`src/rtl/regfile_mp.sv`:
```
// Multi-port register file with registered reads, prioritised writes, hardwired x0 and a busy scoreboard.
// Define REGFILE_BYPASS_EN for write-first reads; the default build is read-first.
module regfile_mp #(
    parameter int DATA_W   = 32,
    parameter int ADDR_W   = 5,
    parameter int NUM_REGS = 32,
    parameter int NUM_RD   = 2,
    parameter int NUM_WR   = 2
) (
    input  logic                       clk,
    input  logic                       rst,
    input  logic [NUM_RD-1:0]          rd_en,
    input  logic [NUM_RD*ADDR_W-1:0]   rd_addr,
    output logic [NUM_RD*DATA_W-1:0]   rd_data,
    output logic [NUM_RD-1:0]          rd_busy,
    input  logic [NUM_WR-1:0]          wr_en,
    input  logic [NUM_WR*ADDR_W-1:0]   wr_addr,
    input  logic [NUM_WR*DATA_W-1:0]   wr_data,
    input  logic                       alloc_en,
    input  logic [ADDR_W-1:0]          alloc_addr
);

    logic [DATA_W-1:0] regs     [NUM_REGS];
    logic [DATA_W-1:0] regs_nxt [NUM_REGS];
    logic [NUM_REGS-1:0] busy;
    logic [NUM_REGS-1:0] busy_nxt;
    logic [DATA_W-1:0] rd_val   [NUM_RD];
    logic [NUM_RD-1:0] rd_busy_val;

    // x0 and out-of-range addresses are never writable or allocatable.
    function automatic logic writable(input logic [ADDR_W-1:0] a);
        return (a != '0) && (32'(a) < NUM_REGS);
    endfunction

    function automatic logic readable(input logic [ADDR_W-1:0] a);
        return 32'(a) < NUM_REGS;
    endfunction

    // Ascending port loop lets the higher write port win; alloc is applied last so it wins over write.
    always_comb begin
        regs_nxt = regs;
        busy_nxt = busy;
        for (int w = 0; w < NUM_WR; w++) begin
            if (wr_en[w] && writable(wr_addr[w*ADDR_W +: ADDR_W])) begin
                regs_nxt[wr_addr[w*ADDR_W +: ADDR_W]] = wr_data[w*DATA_W +: DATA_W];
                busy_nxt[wr_addr[w*ADDR_W +: ADDR_W]] = 1'b0;
            end
        end
        if (alloc_en && writable(alloc_addr)) begin
            busy_nxt[alloc_addr] = 1'b1;
        end
    end

    always_comb begin
        for (int p = 0; p < NUM_RD; p++) begin
            rd_val[p]      = '0;
            rd_busy_val[p] = 1'b0;
            if (readable(rd_addr[p*ADDR_W +: ADDR_W])) begin
                rd_val[p]      = regs[rd_addr[p*ADDR_W +: ADDR_W]];
                rd_busy_val[p] = busy[rd_addr[p*ADDR_W +: ADDR_W]];
            end
`ifdef REGFILE_BYPASS_EN
            for (int w = 0; w < NUM_WR; w++) begin
                if (wr_en[w] && writable(wr_addr[w*ADDR_W +: ADDR_W]) &&
                    (wr_addr[w*ADDR_W +: ADDR_W] == rd_addr[p*ADDR_W +: ADDR_W])) begin
                    rd_val[p] = wr_data[w*DATA_W +: DATA_W];
                end
            end
`endif
        end
    end

    always_ff @(posedge clk or posedge rst) begin
        if (rst) begin
            for (int i = 0; i < NUM_REGS; i++) begin
                regs[i] <= '0;
            end
            busy <= '0;
        end else begin
            regs <= regs_nxt;
            busy <= busy_nxt;
        end
    end

    always_ff @(posedge clk or posedge rst) begin
        if (rst) begin
            rd_data <= '0;
            rd_busy <= '0;
        end else begin
            for (int p = 0; p < NUM_RD; p++) begin
                if (rd_en[p]) begin
                    rd_data[p*DATA_W +: DATA_W] <= rd_val[p];
                    rd_busy[p]                  <= rd_busy_val[p];
                end
            end
        end
    end

endmodule
```
`config.mk`:
```
export PLATFORM = sky130hd
export DESIGN_NAME = regfile_mp
export DESIGN_NICKNAME = d
export VERILOG_FILES = /design/src/rtl/regfile_mp.sv
export SDC_FILE = /design/constraint.sdc
export NUM_CORES = 2
export LEC_CHECK = 0
export CAP_MARGIN = 20
export CORE_UTILIZATION = 35
export DETAILED_ROUTE_END_ITERATION = 6
export GPL_ROUTABILITY_DRIVEN = 0
export REMOVE_ABC_BUFFERS = 1
export SYNTH_ARGS = -nofsm -noshare
export SYNTH_HDL_FRONTEND = slang
export SYNTH_SLANG_ARGS = --single-unit
```
`constraint.sdc`:
```
create_clock -name clk -period 92.6 [get_ports clk]
set_input_delay 18.52 -clock clk [delete_from_list [all_inputs] [get_ports clk]]
set_output_delay 18.52 -clock clk [all_outputs]
set_load 0.01 [all_outputs]
```
==> out/summary.txt <==
RUN STATUS
------------------------------------------------------------------------------------------
Run status                                                                    complete, but fails checks
Failing checks                                                                design-rule violations

FLOORPLAN
------------------------------------------------------------------------------------------
Starting Density                                                                     0.353
Floorplan die area                                                            199000 sq um
Core Rows                                                                              162
Number of top-level pins                                                               162
Die height                                                                     446 microns
Horiz. Die Dim                                                                 446 microns
Area of the placeable core                                                    195000 sq um

SYNTH
------------------------------------------------------------------------------------------
Number of synthesized register bits                                                   1122
Most frequently used cell type in the post-synthesis netlist                       mux2i_1
List of most frequent post-synthesis cells                                    1955 x mux2i_1, 1122 x dfrtp_1, 779 x a21oi_1
Number of distinct standard cells referenced by the synthesized netlist                 53
Area leader, netlist                                                               dfrtp_1
Top post-synthesis cells by area                                              dfrtp_1 41%, mux2i_1 28%, a22oi_1 5.7%
Area of the mapped netlist                                                     69000 sq um
Asr flop ratio synth                                                                  1.00
Synthesized area per cell                                                       9.64 sq um
Gate count of the mapped netlist                                                      7158
Post-synth EDFFs                                                                         0
YS warnings                                                                              0
Sequential-to-total area share from yosys stat                                       0.407
Fraction of post-synthesis cell area in the top cell type by area                    0.407
Top_reg_cell synth                                                                 dfrtp_1

FINAL LAYOUT
------------------------------------------------------------------------------------------
FF/Latch Area                                                                  28100 sq um
Fraction of final layout cells sized beyond drive strength 1                        0.0800
Final standard cell utilization of the core                                          0.393
Layout overhead on the synthesized area                                              11.3%
Layout filler cell count                                                             19100
Area of all placed cells without fillers                                       76900 sq um
Nets                                                                                  6909
Multi-input gate area                                                          37300 sq um

TIMING
------------------------------------------------------------------------------------------
Max Slew Vio Count                                                                       0
Clock skew                                                                       0.0277 ns
Highest attainable clock frequency                                                45.5 MHz
Final worst path period share                                                        0.237
TNS Setup                                                                             0 ns
Setup repair after global routing missed its margin                                  false
Final min period                                                                  21.96 ns
Setup-violating endpoint count in the final report                                       0
Number of hold violations in the final report                                            0
Transition time at the pin with the least slew margin                              1.26 ns
Final setup margin                                                                70.64 ns
Tightest slew margin relative to the limit                                           0.159

ROUTING
------------------------------------------------------------------------------------------
Number of vias per cell                                                               6.13
Routed via count                                                                     58500
Iteration-0 DRC count of the detailed router                                          8000
Routed wire length per instance                                               30.0 microns
ANT nets after route                                                                     0
Residual DRC                                                                            13
Number of search-and-repair iterations in the first detailed-routing pass                7
Total Wirelength                                                              286000 microns

SETUP PATH
------------------------------------------------------------------------------------------
Type of the setup path with the least slack                                         in2reg
Worst-case reg-to-reg path depth                                                         5
RR Startpoint                                                                    regs[583]
Critical Path Source                                                            rd_addr[7]
Kind of start point of the critical path                                      primary input
Crit path DAT                                                                     22.63 ns
Register-to-register path setup slack                                             90.41 ns
Largest fanout on the critical path                                                     53
Capturing point of the worst reg2reg path                                      rd_data[39]
Worst setup EP type                                                              flip-flop
CP required                                                                       93.27 ns

MIN PATH
------------------------------------------------------------------------------------------
Type of the tightest min-delay check                                               reg2reg
Worst Hold Endpoint                                                             regs[1015]
Worst hold path startpoint                                                      regs[1015]
Number of stages on the worst hold path                                                  0

CLOCKING
------------------------------------------------------------------------------------------
Clock tree root driver cell                                                      clkbuf_16
Clock edge transition at the registers on the reported setup and hold paths        0.06 ns
Clock Tree Buf Depth                                                                     3
H-tree depth reported by CTS                                                             4
Insertion delay to the later sink of the worst-skew pair                           0.80 ns
Clock buffer count from CTS                                                            135
Buffers inserted by post-CTS timing repair                                               0
Clock tree from TritonCTS                                                             done
Hold buffers post-CTS                                                                    0
Num Clock Sinks                                                                       1122
CTS-repair resized insts                                                                 0

PLACE
------------------------------------------------------------------------------------------
Number of input and output port buffers inserted                                       161
Total half-perimeter wirelength after legalization and detailed placement     154000 microns
Worst setup timing slack at the placement stage                                   69.94 ns
Post-place instance area                                                       72200 sq um

POWER
------------------------------------------------------------------------------------------
Lkg Pwr                                                                            33.8 nW
Max rail drop VDD                                                                  19.6 uV
PwrDens                                                                       21.5 nW/um^2
Total Power                                                                        1.65 mW

JOB
------------------------------------------------------------------------------------------
Maxcap violations                                                                        0

GRT
------------------------------------------------------------------------------------------
Maximum number of pins on one net before global-route repair                           144
Initial antenna violation count                                                         16
First-pass GRT wire length                                                    406000 microns
Vias in the first global route                                                       55700
Residual overflow from global routing                                                    0
Total GRT Usage                                                                      0.278

where the power goes:
part,switching (mW),leakage [nW],internal (mW),total [mW]
combinational,0.202,18.0,0.182,0.384
sequential,0.106,13.7,0.616,0.722
clock,0.229,2.18,0.317,0.545
total,0.537,33.8,1.11,1.65
registers in the layout, indices dropped and copies added, names as in the netlist:
register and cells:
busy 32, rd_data 64, rd_busy 2, regs 1024
metrics by stage:
step	hold WS (ns)	cells
3_3_place_gp	0.384	9261
6_report	0.400	9546
5_1_grt	0.410	9544
2_1_floorplan	0.373	6327
3_5_place_dp	0.388	9288
4_1_cts	0.401	9527
critical path: stages:
cell             delay, ns
clkdlybuf4s50_1       0.61
nor2b_4               0.22
buf_4                 0.72
buf_4                 0.77
buf_4                 0.82
a22oi_1               0.22
a21oi_1               0.23
nor4_1                0.08
buf_4                 0.14
mux2_2                0.26
how the worst max path moves through the flow:
stage | slack, ns | to | cells after the start
final | 70.64 | rd_data[55] | 10
after global routing | 70.32 | regs[152] | 5
after CTS | 70.75 | regs[152] | 5
after detailed placement | 69.94 | regs[154] | 5
after global placement | 69.98 | regs[218] | 5
after floorplan | 42.48 | busy[0] | 1
cell type report:
class | count | share of cell area
Antenna cell | 7 | 0.000228
Clock buffer | 205 | 0.0524
Tap cell | 2624 | 0.0427
Clock inverter | 34 | 0.00513
Timing Repair Buffer | 349 | 0.0480
Sequential cell | 1122 | 0.365
Multi-Input combinational cell | 5199 | 0.486
Inverter | 6 | 0.000391
routing by layer:
layer,share of wire,vias up,global-route usage
li1,-,25200,-
met1,0.41,29000,0.375
met2,0.43,3657,0.416
met3,0.10,782,0.0648
met4,0.053,2,0.139
met5,0.000070,-,0
cells in the final DEF, fill, tap and decap left out, types with 22 or more instances in the layout:
| cell | netlist | layout |
|---|---|---|
| nand2_4 | 2 | 25 |
| clkbuf_1 | 455 | 37 |
| nor4_1 | 67 | 67 |
| nand2_1 | 563 | 543 |
| a21oi_1 | 779 | 779 |
| dfrtp_1 | 1122 | 1122 |
| o21ai_1 | 94 | 94 |
| nor2_4 | 7 | 28 |
| nor2_1 | 547 | 528 |
| o21ai_0 | 401 | 401 |
| a2bb2oi_1 | 60 | 60 |
| mux2_2 | 66 | 66 |
| clkbuf_8 | 0 | 28 |
| clkdlybuf4s50_1 | 0 | 157 |
| a22oi_1 | 528 | 528 |
| buf_16 | 0 | 22 |
| buf_4 | 123 | 144 |
| a32oi_1 | 33 | 33 |
| mux2i_1 | 1955 | 1955 |
| clkbuf_16 | 0 | 141 |
kinds of logic (layout without fill, tap and decap cells):
kind of cell / count (synthesis) / in the layout / share of synthesized area
muxes: 2021 / 2021 / 0.294
AOI/OAI and AO/OA: 1916 / 1916 / 0.164
and+or+nand+nor: 1262 / 1262 / 0.0763
DFF: 1122 / 1122 / 0.407
buffers and inverters: 837 / 594 / 0.0584
other: 0 / 7 / 0
Note: power is estimated with default switching activity, not from simulation.
